<file path="src/rtl/fx_pkg.sv">
// Shared types and helpers for the FX slot family: clip modes, FSM states and a
// generic saturate-to-width function.
package fx_pkg;

  typedef enum logic [1:0] {
    FX_BYPASS = 2'd0,
    FX_HARD   = 2'd1,
    FX_SOFT   = 2'd2,
    FX_RSVD   = 2'd3
  } fx_mode_e;

  typedef enum logic [2:0] {
    ST_IDLE,
    ST_GAIN,
    ST_CLIP,
    ST_TONE,
    ST_MIX,
    ST_DONE
  } fx_state_e;

  // Clamp a wide signed value into the range of a w-bit two's complement word.
  function automatic logic signed [63:0] sat_w(input logic signed [63:0] v,
                                               input int unsigned w);
    logic signed [63:0] hi, lo;
    hi = (64'sd1 <<< (w - 1)) - 64'sd1;
    lo = -(64'sd1 <<< (w - 1));
    if (v > hi) return hi;
    if (v < lo) return lo;
    return v;
  endfunction

endpackage

</file>
<file path="src/rtl/fx_overdrive_if.sv">
// Frame/parameter handshake between the previous FX slot, the overdrive slot
// and the output mixer.
interface fx_overdrive_if #(
  parameter int DATA_W  = 16,
  parameter int PARAM_W = 8,
  parameter int N_CH    = 2
);
  logic                         sample_en;
  logic [N_CH-1:0][DATA_W-1:0]  audio_in;
  logic [PARAM_W-1:0]           fx_drive;
  logic [PARAM_W-1:0]           fx_tone;
  logic [PARAM_W-1:0]           fx_mix;
  logic [1:0]                   fx_mode;
  logic [N_CH-1:0][DATA_W-1:0]  audio_out;
  logic                         out_valid;
  logic                         busy;
  logic                         overrun;

  modport master (
    output sample_en, audio_in, fx_drive, fx_tone, fx_mix, fx_mode,
    input  audio_out, out_valid, busy, overrun
  );

  modport slave (
    input  sample_en, audio_in, fx_drive, fx_tone, fx_mix, fx_mode,
    output audio_out, out_valid, busy, overrun
  );
endinterface

</file>
<file path="src/rtl/fx_clip_unit.sv">
// Combinational drive gain followed by the selectable clipper (hard or soft knee),
// saturated back to the sample width.
module fx_clip_unit
  import fx_pkg::*;
#(
  parameter int DATA_W  = 16,
  parameter int PARAM_W = 8
) (
  input  logic signed [DATA_W-1:0]  x,
  input  logic        [PARAM_W-1:0] drive,
  input  fx_mode_e                  mode,
  output logic signed [DATA_W-1:0]  w
);
  localparam int P_W = DATA_W + PARAM_W + 2;
  localparam logic signed [P_W-1:0] KNEE = P_W'(1) <<< (DATA_W - 2);

  logic signed [PARAM_W+1:0] gain;
  logic signed [P_W-1:0]     p, mag, sp;

  always_comb begin
    gain = $signed({2'b00, drive}) + (PARAM_W+2)'(16);
    p    = (P_W'(x) * P_W'(gain)) >>> 4;
    mag  = (p < 0) ? -p : p;
    sp   = p;
    // Above the knee the soft mode compresses the excess by 4:1, symmetric in sign.
    if (mode == FX_SOFT && mag > KNEE) begin
      sp = KNEE + ((mag - KNEE) >>> 2);
      if (p < 0) sp = -sp;
    end
    w = DATA_W'(sat_w(64'(sp), DATA_W));
  end

endmodule

</file>
<file path="src/rtl/fx_overdrive.sv">
// Multi-channel overdrive: channels run one after another through gain/clip,
// a one-pole tone LPF and a dry/wet mix, sharing one multiplier for tone and mix.
module fx_overdrive
  import fx_pkg::*;
#(
  parameter int DATA_W  = 16,
  parameter int PARAM_W = 8,
  parameter int N_CH    = 2
) (
  input  logic          clk,
  input  logic          reset_n,
  fx_overdrive_if.slave bus
);
  localparam int CH_W = (N_CH > 1) ? $clog2(N_CH) : 1;
  localparam int M_W  = DATA_W + PARAM_W + 3;

  fx_state_e                   state;
  logic [CH_W-1:0]             ch;
  logic [N_CH-1:0][DATA_W-1:0] fr_x, lpf, out_buf, out_nxt;
  logic [PARAM_W-1:0]          fr_drive, fr_tone, fr_mix;
  fx_mode_e                    fr_mode;
  logic signed [DATA_W-1:0]    x_cur, s_cur, w_cu, w_r, y_r, y_nxt, o_nxt;
  logic signed [DATA_W:0]      mul_a;
  logic signed [PARAM_W+1:0]   mul_b;
  logic signed [M_W-1:0]       prod, acc;

  assign x_cur = fr_x[ch];
  assign s_cur = lpf[ch];

  fx_clip_unit #(.DATA_W(DATA_W), .PARAM_W(PARAM_W)) u_clip (
    .x     (x_cur),
    .drive (fr_drive),
    .mode  (fr_mode),
    .w     (w_cu)
  );

  // TONE and MIX never overlap, so one multiplier serves both stages.
  always_comb begin
    if (state == ST_TONE) begin
      mul_a = (DATA_W+1)'(w_r) - (DATA_W+1)'(s_cur);
      mul_b = $signed({2'b00, fr_tone}) + (PARAM_W+2)'(1);
    end else begin
      mul_a = (DATA_W+1)'(y_r) - (DATA_W+1)'(x_cur);
      mul_b = $signed({2'b00, fr_mix});
    end
    prod  = M_W'(mul_a) * M_W'(mul_b);
    acc   = prod >>> PARAM_W;
    // Both results are convex blends, so wrapping DATA_W adds land in range.
    y_nxt = s_cur + DATA_W'(acc);
    o_nxt = (fr_mix == '1) ? y_r : x_cur + DATA_W'(acc);
    out_nxt     = out_buf;
    out_nxt[ch] = o_nxt;
  end

  always_ff @(posedge clk or negedge reset_n) begin
    if (!reset_n) begin
      state         <= ST_IDLE;
      ch            <= '0;
      fr_x          <= '0;
      fr_drive      <= '0;
      fr_tone       <= '0;
      fr_mix        <= '0;
      fr_mode       <= FX_BYPASS;
      lpf           <= '0;
      out_buf       <= '0;
      w_r           <= '0;
      y_r           <= '0;
      bus.audio_out <= '0;
      bus.out_valid <= 1'b0;
      bus.busy      <= 1'b0;
      bus.overrun   <= 1'b0;
    end else begin
      bus.out_valid <= 1'b0;
      if (bus.sample_en && state != ST_IDLE) bus.overrun <= 1'b1;
      case (state)
        ST_IDLE: if (bus.sample_en) begin
          fr_x     <= bus.audio_in;
          fr_drive <= bus.fx_drive;
          fr_tone  <= bus.fx_tone;
          fr_mix   <= bus.fx_mix;
          fr_mode  <= fx_mode_e'(bus.fx_mode);
          ch       <= '0;
          bus.busy <= 1'b1;
          state    <= ST_GAIN;
        end
        ST_GAIN: state <= ST_CLIP;
        ST_CLIP: begin
          w_r   <= w_cu;
          state <= ST_TONE;
        end
        ST_TONE: begin
          y_r     <= y_nxt;
          lpf[ch] <= y_nxt;
          state   <= ST_MIX;
        end
        ST_MIX: begin
          out_buf[ch] <= o_nxt;
          if (ch == CH_W'(N_CH - 1)) begin
            bus.audio_out <= out_nxt;
            bus.out_valid <= 1'b1;
            state         <= ST_DONE;
          end else begin
            ch    <= ch + 1'b1;
            state <= ST_GAIN;
          end
        end
        ST_DONE: begin
          bus.busy <= 1'b0;
          state    <= ST_IDLE;
        end
        default: state <= ST_IDLE;
      endcase
    end
  end

endmodule

</file>
<file path="src/flat_wrapper.sv">
// flat-port wrapper written by rule: the top's interface ports become plain ports
module fx_overdrive_flat import fx_pkg::*;
#(
  parameter int DATA_W  = 16,
  parameter int PARAM_W = 8,
  parameter int N_CH    = 2
)
  (clk, reset_n, bus_sample_en, bus_audio_in, bus_fx_drive, bus_fx_tone, bus_fx_mix, bus_fx_mode, bus_audio_out, bus_out_valid, bus_busy, bus_overrun);
  fx_overdrive_if #(.DATA_W(DATA_W), .PARAM_W(PARAM_W), .N_CH(N_CH)) bus_i ();
  input  logic clk;
  input  logic reset_n;
  input wire logic [$bits(bus_i.sample_en)-1:0] bus_sample_en;
  input wire logic [$bits(bus_i.audio_in)-1:0] bus_audio_in;
  input wire logic [$bits(bus_i.fx_drive)-1:0] bus_fx_drive;
  input wire logic [$bits(bus_i.fx_tone)-1:0] bus_fx_tone;
  input wire logic [$bits(bus_i.fx_mix)-1:0] bus_fx_mix;
  input wire logic [$bits(bus_i.fx_mode)-1:0] bus_fx_mode;
  output wire logic [$bits(bus_i.audio_out)-1:0] bus_audio_out;
  output wire logic [$bits(bus_i.out_valid)-1:0] bus_out_valid;
  output wire logic [$bits(bus_i.busy)-1:0] bus_busy;
  output wire logic [$bits(bus_i.overrun)-1:0] bus_overrun;
  assign bus_i.sample_en = bus_sample_en;
  assign bus_i.audio_in = bus_audio_in;
  assign bus_i.fx_drive = bus_fx_drive;
  assign bus_i.fx_tone = bus_fx_tone;
  assign bus_i.fx_mix = bus_fx_mix;
  assign bus_i.fx_mode = bus_fx_mode;
  assign bus_audio_out = bus_i.audio_out;
  assign bus_out_valid = bus_i.out_valid;
  assign bus_busy = bus_i.busy;
  assign bus_overrun = bus_i.overrun;
  fx_overdrive #(.DATA_W(DATA_W), .PARAM_W(PARAM_W), .N_CH(N_CH)) u_core (.clk(clk), .reset_n(reset_n), .bus(bus_i));
endmodule
</file>
<file path="config.mk">
export PLATFORM = sky130hd
export DESIGN_NAME = fx_overdrive_flat
export DESIGN_NICKNAME = d
export VERILOG_FILES = /design/src/rtl/fx_pkg.sv /design/src/rtl/fx_overdrive_if.sv /design/src/rtl/fx_clip_unit.sv /design/src/rtl/fx_overdrive.sv /design/src/flat_wrapper.sv
export SDC_FILE = /design/constraint.sdc
export NUM_CORES = 1
export LEC_CHECK = 0
export ABC_AREA = 0
export ABC_CLOCK_PERIOD_IN_PS = 28700
export CAP_MARGIN = 20
export CORE_MARGIN = 5
export CORE_UTILIZATION = 42
export DETAILED_ROUTE_END_ITERATION = 6
export GPL_TIMING_DRIVEN = 0
export SYNTH_ARGS = -nofsm -noshare
export SYNTH_HDL_FRONTEND = slang
export SYNTH_SLANG_ARGS = --single-unit
</file>
<file path="constraint.sdc">
create_clock -name clk -period 28.7 [get_ports clk]
set_input_delay 7.175 -clock clk [delete_from_list [all_inputs] [get_ports clk]]
set_output_delay 7.175 -clock clk [all_outputs]
set_load 0.02 [all_outputs]
</file>
# [Word level (Yosys, flattened, before mapping)]
# Index checks and enable logic that the tools add are counted.
[word_totals] reg_bits=193 latchBits=0 ram_bits=0 romBits=0 in_bits=61 out_inout_bits=35 elab_cells=88 memories=0
[classes] add_sub_neg=11 multipliers=2 div_mod_pow=0 order_cmp=6 n_eq_ne=8 n_shift=0 muxes=31 bitwise_logic=0 reduce_logical=11
[ops] operator="$mux W16" n=10
[ops] operator="$mux W26" n=3
[ops] operator="$bwmux W32" n=2
[ops] operator="$gt A26 B16 Y1 const B" n=2
[ops] operator="$sub A16 B16 Y17" n=2
[ops] operator="$add A16 B16 Y16" n=2
[ops] operator="$lt A26 B16 Y1 const B" n=1
[ops] operator="$mul A16 B10 Y26" n=1
[ops] operator="$neg A22 Y26" n=1
[ops] operator="$neg A25 Y26" n=1
[ops] operator="$sub A26 B16 Y26 const B" n=1
[ops] operator="$add A16 B24 Y25 const A" n=1
[ops] operator="$mul A17 B10 Y24" n=1
[ops] operator="$lt A22 B1 Y1 const B" n=1
[ops] operator="$mux W17" n=1
[ops] operator="$demux W16 S1" n=1
[ops] operator="$pmux W3 S5" n=1
[ops] operator="$add A8 B1 Y9 const B" n=1
[ops] operator="$add A8 B5 Y9 const B" n=1
[ops] operator="$mux W9" n=1
[ops] operator="$eq A8 B8 Y1 const B" n=1
[ops] operator="$mux W1" n=8
[ops] operator="$reduce_and A2 Y1" n=4
[ops] operator="$eq A3 B2 Y1 const B" n=2
[ops] operator="other kinds (13)" n=19

# [Logic depth before layout (Yosys ltp)]
# Gate-level depths: netlist of run 1.
[logic_depth] ltp_word=15 ltp_mapped=48 mapped_depth_nobuf=47

# [Hierarchy]
# Synthesis of run 1 repeated with hierarchy kept, for this count alone.
[hier_totals] cells_unflattened=2636 area_unflattened_um2=23293.6
[by_module_without_submodules] mod="fx_overdrive" n_inst=1 cells_per_inst=1621 area_each_um2=15036.9 seq_area_each_um2=4429.2
[by_module_without_submodules] mod="fx_clip_unit" n_inst=1 cells_per_inst=1015 area_each_um2=8256.7 seq_area_each_um2=0.0

# [Least setup slack after synthesis of run 1]
# OpenSTA, ideal clock, no wires.
[synth_path] kind="register to register" start="reg u_core.ch" end="reg u_core.w_r[10]" setup_ns=0.096 t_arrival_ns=9.902 t_required_ns=28.604 setup_slack_ns=18.702 path_stages_with_launch=40 path_buffers=8 synth_period_minus_slack_ns=9.998 cell_sequence="dfrtp_1 buf_6 buf_1 mux2i_1 inv_1 and2_1 fa_1 fa_1 fa_1 fa_1 inv_1 fa_1 inv_1 ha_1 clkbuf_1 nand2_1 nor4_1 a211oi_1 [4 not listed] buf_2 clkbuf_1 o31ai_1 xnor2_1 ha_1 clkbuf_1 xnor2_1 ha_1 inv_1 or4_1 nor2_1 a41oi_1 a21boi_1 o31a_1 nand4b_1 o311a_4 buf_6 a311oi_2"
[synth_between] elab_chain_cells=15 elab_cells_between_ends=21 cone_classes="add/sub: 4; mul: 1; order compare: 4; mux: 11; reduce/logical: 1"
[synth_lines] element="start: declaration" line_no="fx_overdrive.sv:18" text="logic [CH_W-1:0] ch;"
[synth_lines] element="start signal: assignment" line_no="fx_overdrive.sv:103" text="ch <= ch + 1'b1;"
[synth_lines] element="$mux W16 (implied by the code) * (2 in a row)" line_no="fx_overdrive.sv:27" text="assign x_cur = fr_x[ch];"
[synth_lines] element="$mul A16 B10 Y26 *" line_no="fx_clip_unit.sv:22" text="p = (P_W'(x) * P_W'(gain)) >>> 4;"
[synth_lines] element="$neg A22 Y26 / $lt A22 B1 Y1 (equally long branches)" line_no="fx_clip_unit.sv:23, fx_clip_unit.sv:28"
[synth_lines] element="$mux W26" line_no="fx_clip_unit.sv:23" text="mag = (p < 0) ? -p : p;"
[synth_lines] element="$sub A26 B16 Y26" line_no="fx_clip_unit.sv:27" text="sp = KNEE + ((mag - KNEE) >>> 2);"
[synth_lines] element="$add A16 B24 Y25" line_no="fx_clip_unit.sv:27"
[synth_lines] element="$neg A25 Y26" line_no="fx_clip_unit.sv:28" text="if (p < 0) sp = -sp;"
[synth_lines] element="$mux W26" line_no="fx_clip_unit.sv:28"
[synth_lines] element="$mux W26 *" line_no="fx_clip_unit.sv:26" text="if (mode == FX_SOFT && mag > KNEE) begin"
[synth_lines] element="$lt A26 B16 Y1" line_no="fx_pkg.sv:28" text="if (v < lo) return lo;"
[synth_lines] element="$mux W1 (2 in a row)" line_no="fx_pkg.sv:28"
[synth_lines] element="$mux W16" line_no="fx_pkg.sv:29" text="return v;"
[synth_lines] element="$mux W16 *" line_no="fx_pkg.sv:28"
[synth_lines] element="end signal: assignment" line_no="fx_overdrive.sv:88" text="w_r <= w_cu;"
[synth_lines] element="end: declaration" line_no="fx_overdrive.sv:22" text="logic signed [DATA_W-1:0] x_cur, s_cur, w_cu, w_r, y_r, y_nxt, o_nxt;"
# Mark *: on every way between the ends. The rest lies on a longest branch, timed or not. The select of a mux whose other input is x is not followed.
# A chain may end at the register's enable or synchronous reset.

# [Worst setup path in the final report of run 1]
[layout_path] start="reg u_core.ch" end="reg u_core.w_r[12]"
# Same word-level chain as after synthesis.

==> results_dict.tcl, run 1 <==
set metrics [dict create \
    cpMostUsedCell "fa_1" \
    worstMarginPinSlew_ns 1.15 \
    worstPathMaxFanout 10 \
    endpoint_kind "flip-flop" \
    grt_overflow 0 \
    ant_nets 0 \
    fp.dieW_um 242 \
    final_cell_mix "329 x inv_1, 322 x nand2_1, 290 x nor2_1, 241 x fa_1, 177 x dfrtp_1" \
    crit_type "reg2reg" \
    cts_tree "yes" \
    num_rows 84 \
    cts_buffer_depth 2 \
    syn_avg_cell_area_um2 8.71 \
    grt_pass1_vias 19600 \
    max_stage_delay_ns 0.92 \
    cp_slowest_cell "mux2i_1" \
    cts-root-buf "clkbuf_16" \
    hold_buffers 0 \
    vias_per_cell 5.45 \
    fillCellCount 5081 \
    crit_family "buffers and inverters" \
    synth_seq_cells 177 \
    antenna_found_initial 0 \
    rsz0062_at_grt "false" \
    hold_start "u_core.bus.overrun$_DFFE_PN0P_" \
    io_buffers 95 \
    ys.flop_type "dfrtp_1" \
    drive_above_1_share_pct 6.60 \
    yosysSeqAreaShare_pct 19.7 \
    drc 0 \
    finalMaxSlewViolations 0 \
    min_period_ns 13.14 \
    synth_area_um2 22500 \
    wl_per_cell_um 19.3 \
    num_io_pins 96 \
    hpwl_mm 56.0 \
    path_clk_slew_ns 0.08 \
    crit_buf_inv 12 \
    max_slew_margin_pct 21.2 \
    critPathRequiredTime_ns 29.07 \
    synth-edff-count 0 \
    first_pass_iters 5 \
    hp-class "reg2reg" \
    period_share_pct 45.8 \
    tns_ns 0 \
    finalClockSkew_ns 0.0149 \
    fmax_mhz 76.1 \
    drv_cap 0 \
    crit_path_start_kind "flip-flop" \
    diodes 0 \
    grt_start_max_net_pins 119 \
    r2r-start "u_core.ch$_DFFE_PN0P_" \
    die_area_um2 58400 \
    synthToLayoutAreaGrowth_pct 11.4 \
    ctsResizeCount 0 \
    cts_setup_buffers 0 \
    num_vias 18600 \
    wl_mm 66.0 \
    hold_viol_final 0 \
    cp.arrival_ns 13.52 \
    design.core.area_um2 52900 \
    syn_inst 2587 \
    cp-startpoint "u_core.ch$_DFFE_PN0P_" \
    synth-async-reset-ratio_pct 100 \
    clkLatencyLatePin_ns 0.47 \
    grt_pass1_wl_mm 107 \
    ys_types 97 \
    grtUsageTotal_pct 22.8 \
    drt_iter0_markers 1214 \
    yosysWarnings 0 \
    die_height_um 242 \
    syn_nets 3064 \
    status "complete, no violations" \
    clock_sinks 177 \
    final_nets 3191 \
    setup_viol 0 \
    cts_buffers 17 \
    initial_core_util_pct 42.6 \
    htree_levels 4 \
    gp_congestion 0.918 \
    mostFrequentLayoutCell "inv_1" \
]
[worst register-to-register path, delay by kind of cell (launching register included)]
family,cells,cell delay (ns)
XOR/XNOR,1,0.20
multiplexers,2,1.06
AND/OR/NAND/NOR,7,2.22
buffers and inverters,12,4.07
AO/OA/AOI/OAI,7,2.09
adder cells (fa/ha/maj),7,3.06
flip-flops,1,0.35
[routing by layer]
layer | part of all wire [%] | global-route usage (%) | up-vias
li1 | - | - | 8781
met4 | 2.6 | 6.92 | 0
met5 | 0 | 0 | -
met2 | 52 | 41.8 | 381
met3 | 3.5 | 2.59 | 68
met1 | 42 | 28.3 | 9398
[state kept, by name, indices dropped and copies added, names as in the netlist]
| register | cells |
|---|---|
| u_core.bus.audio_out | 32 |
| u_core.fr_x | 32 |
| u_core.lpf | 32 |
| u_core.out_buf | 16 |
| u_core.w_r | 16 |
| u_core.y_r | 16 |
| u_core.fr_drive | 8 |
| u_core.fr_mix | 8 |
| u_core.fr_tone | 8 |
| u_core.state | 3 |
| u_core.fr_mode | 2 |
| u_core.bus.busy | 1 |
| u_core.bus.out_valid | 1 |
| u_core.bus.overrun | 1 |
| u_core.ch | 1 |
[synthesized netlist by cell type (14+ instances only)]
master    number  area share [%]
a211oi_1      15            0.50
xnor2_1       90             3.5
fa_1         241              21
o21bai_1      16            0.53
and2_1        37             1.0
o21a_1        34             1.1
mux2i_1       40             1.8
mux2_2        66             3.3
clkbuf_1      78             1.3
nand2_1      322             5.4
xor2_1        38             1.5
ha_1         175             9.7
inv_1        329             5.5
o21ai_0      127             2.8
a21oi_1      116             2.6
nand3_1       36            0.80
dfrtp_1      177              20
buf_1         14            0.23
nor2_1       290             4.8
nor3_1        40            0.89
nand2b_1      40             1.1
nor2b_1       16            0.44
[path summary, 6_finish.rpt]
check	endpoint	slack [ns]	cells past startpoint
setup / recovery	u_core.w_r[12]$_DFFE_PN0P_	15.56	36
hold / removal	u_core.bus.overrun$_DFFE_PN0P_	0.47	1
setup reg to reg	u_core.w_r[12]$_DFFE_PN0P_	15.56	36
hold reg to reg	u_core.bus.overrun$_DFFE_PN0P_	0.47	1
max in group asynchronous	u_core.fr_drive[4]$_DFFE_PN0P_	21.02	2
min in group asynchronous	u_core.bus.audio_out[2]$_DFFE_PN0P_	6.65	1
[area by class of cell]
| class | count | area, um2 | area share [%] |
|---|---|---|---|
| Inverter | 330 | 1240 | 4.94 |
| Buffer | 103 | 428 | 1.71 |
| Sequential cell | 177 | 4430 | 17.7 |
| Tap cell | 688 | 861 | 3.43 |
| Clock inverter | 14 | 178 | 0.708 |
| Multi-Input combinational cell | 1977 | 16400 | 65.5 |
| Clock buffer | 18 | 439 | 1.75 |
| Timing Repair Buffer | 108 | 1080 | 4.29 |
[stage by stage]
step	worst slack (ns)	cells	util (%)	cell area, um2	hold WS (ns)
3_3_place_gp	12.92	3370	46.0	24300	0.456
5_1_grt	14.58	3415	47.5	25100	0.498
3_5_place_dp	15.47	3380	46.3	24500	0.453
4_1_cts	15.37	3412	47.4	25100	0.474
2_1_floorplan	18.70	2587	-	22500	0.435
6_report	15.56	3415	47.5	25100	0.471
[kinds of logic (layout without fill, tap and decap cells)]
logic type,after synthesis,count (layout),share of synthesized area [%]
xor+xnor,134,134,5.46
flops,177,177,19.7
simple gates,866,866,17.4
compound gates,453,453,13.6
buf+inv,433,573,7.40
mux,108,108,5.28
fa+ha+maj,416,416,31.1
Power of run 1 is not shown: default switching activity piles up to over one toggle a cycle in this logic, so the estimate is an artifact.
==> run 2: changes to the inputs <==
- ABC_CLOCK_PERIOD_IN_PS: 28700 -> 13200
- clock period: 28.7 -> 13.2 ns (I/O delays scaled with it)
==> run 2 against run 1 <==
Compared with the run above:
- clock-buffer cell count unchanged
- non-clock buffer count is 1 lower
- cell area rose by 0.28%
- utilization increased by 0.13 points
- fmax rose by 6.7%
- critical path depth stayed put
- worst hold slack barely moved
- final cell count is essentially flat
==> results_dict.tcl, run 2 (synthesis gave the netlist of run 1 again) <==
set metrics [dict create \
    status "complete, no violations" \
    path_clk_slew_ns 0.08 \
    max_slew_margin_pct 29.0 \
    r2r_cells 36 \
    grt_overflow 0 \
    min_period_ns 12.32 \
    gp_congestion 0.918 \
    final_util_pct 47.6 \
    setup_viol 0 \
    hpwl_mm 56.0 \
    pre_cts_ws_ns -0.0310 \
    initial_core_util_pct 42.6 \
    worstPathMaxFanout 10 \
    clock_sinks 177 \
    htree_levels 4 \
    fmax_mhz 81.1 \
    endpoint_kind "flip-flop" \
    crit_family "buffers and inverters" \
    cts-root-buf "clkbuf_16" \
    cts_buffer_depth 2 \
    num_io_pins 96 \
    rrSetupSlack_ns 0.88 \
    grt_pass1_vias 19600 \
    wl_per_cell_um 19.4 \
    hold_start "u_core.bus.overrun$_DFFE_PN0P_" \
    mostFrequentLayoutCell "inv_1" \
    drt_iter0_markers 1128 \
    timing.rr.end "u_core.w_r[9]$_DFFE_PN0P_" \
    wl_mm 66.2 \
    crit_path_start_kind "flip-flop" \
    die_area_um2 58400 \
    finalMaxSlewViolations 0 \
    grt_pass1_wl_mm 107 \
    grt_start_max_net_pins 119 \
    num_vias 18600 \
    ant_nets 0 \
    cp_slowest_cell "mux2i_2" \
    num_rows 84 \
    final_cell_mix "329 x inv_1, 322 x nand2_1, 290 x nor2_1, 241 x fa_1, 177 x dfrtp_1" \
    vias_per_cell 5.45 \
    drv_cap 0 \
    drc 0 \
    period_share_pct 93.4 \
    critPathRequiredTime_ns 13.50 \
    cts_tree "yes" \
    design.core.area_um2 52900 \
    first_pass_iters 7 \
    final_nets 3190 \
    crit_buf_inv 12 \
    reg_top3 "u_core.bus.audio_out x32, u_core.fr_x x32, u_core.lpf x32" \
    diodes 0 \
    setup_ws_ns 0.876 \
    max_stage_delay_ns 0.63 \
    cts_setup_buffers 0 \
    rsz0062_at_grt "false" \
    hold_viol_final 0 \
    clkLatencyLatePin_ns 0.47 \
    antenna_found_initial 0 \
    cp.arrival_ns 12.62 \
    cpMostUsedCell "fa_1" \
    io_buffers 95 \
    die_height_um 242 \
    synthToLayoutAreaGrowth_pct 11.7 \
    drive_above_1_share_pct 7.01 \
    crit_type "reg2reg" \
    hold_buffers 0 \
    worstMarginPinSlew_ns 1.07 \
    hold_path_end "u_core.bus.overrun$_DFFE_PN0P_" \
    finalClockSkew_ns 0.0152 \
    r2r-start "u_core.ch$_DFFE_PN0P_" \
    fp.dieW_um 242 \
    whs_path_depth 1 \
    cts_buffers 17 \
    grtUsageTotal_pct 22.8 \
    hp-class "reg2reg" \
]
run 2: changes by cell type in the layout (fill, tap and decap cells not counted):
cell | previous run | this run
mux2i_4 | 2 | 5
o41ai_4 | 1 | 2
buf_1 | 14 | 12
mux2i_1 | 40 | 30
o41ai_2 | 2 | 1
mux2i_2 | 0 | 7
buf_4 | 9 | 8
clkbuf_2 | 0 | 2
run 2: metrics by stage:
stage,TNS [ns],std cells,hold slack (ns),area (um2)
floorplan,0,2587,0.435,22500
global placement,-0.947,3370,0.456,24300
detailed placement,-0.0668,3380,0.453,24500
CTS,0,3412,0.474,25100
global route,0,3414,0.498,25200
finish,0,3414,0.471,25200
run 2: metal layers:
metal	share of wire (%)	track usage [%]	routed length (um)
met5	0	0	0
met4	3.1	6.81	2040
met3	3.4	2.59	2240
met2	51	41.8	33900
met1	42	28.3	28000
run 2: timing repair:
item                                   in CTS  in global routing
pin swaps                                   0                  0
endpoints found under the hold margin       0                  0
resized for setup                           2                 15
setup endpoints to repair                  12                 16
run 2: worst max-delay path by stage:
stage	from	endpoint	slack [ns]	depth (start not counted)
final	u_core.ch$_DFFE_PN0P_	u_core.w_r[9]$_DFFE_PN0P_	0.88	36
after global routing	u_core.ch$_DFFE_PN0P_	u_core.w_r[6]$_DFFE_PN0P_	0.07	36
after CTS	u_core.ch$_DFFE_PN0P_	u_core.w_r[9]$_DFFE_PN0P_	0.04	37
after detailed placement	u_core.ch$_DFFE_PN0P_	u_core.w_r[9]$_DFFE_PN0P_	-0.03	36
after global placement	u_core.ch$_DFFE_PN0P_	u_core.w_r[9]$_DFFE_PN0P_	-0.15	35
after floorplan	u_core.ch$_DFFE_PN0P_	u_core.w_r[10]$_DFFE_PN0P_	3.20	39
run 2: layout make-up:
class / instances / area [um2]
inverters: 330 / 1240
plain buffers: 103 / 430
well taps: 688 / 861
multi-input cells: 1977 / 16500
clock buffers: 18 / 439
flip-flops and latches: 177 / 4430
repair buffers: 107 / 1070
clock inverters: 14 / 178
fillers: 5069 / 27700
Power of run 2 is left out for the same reason.
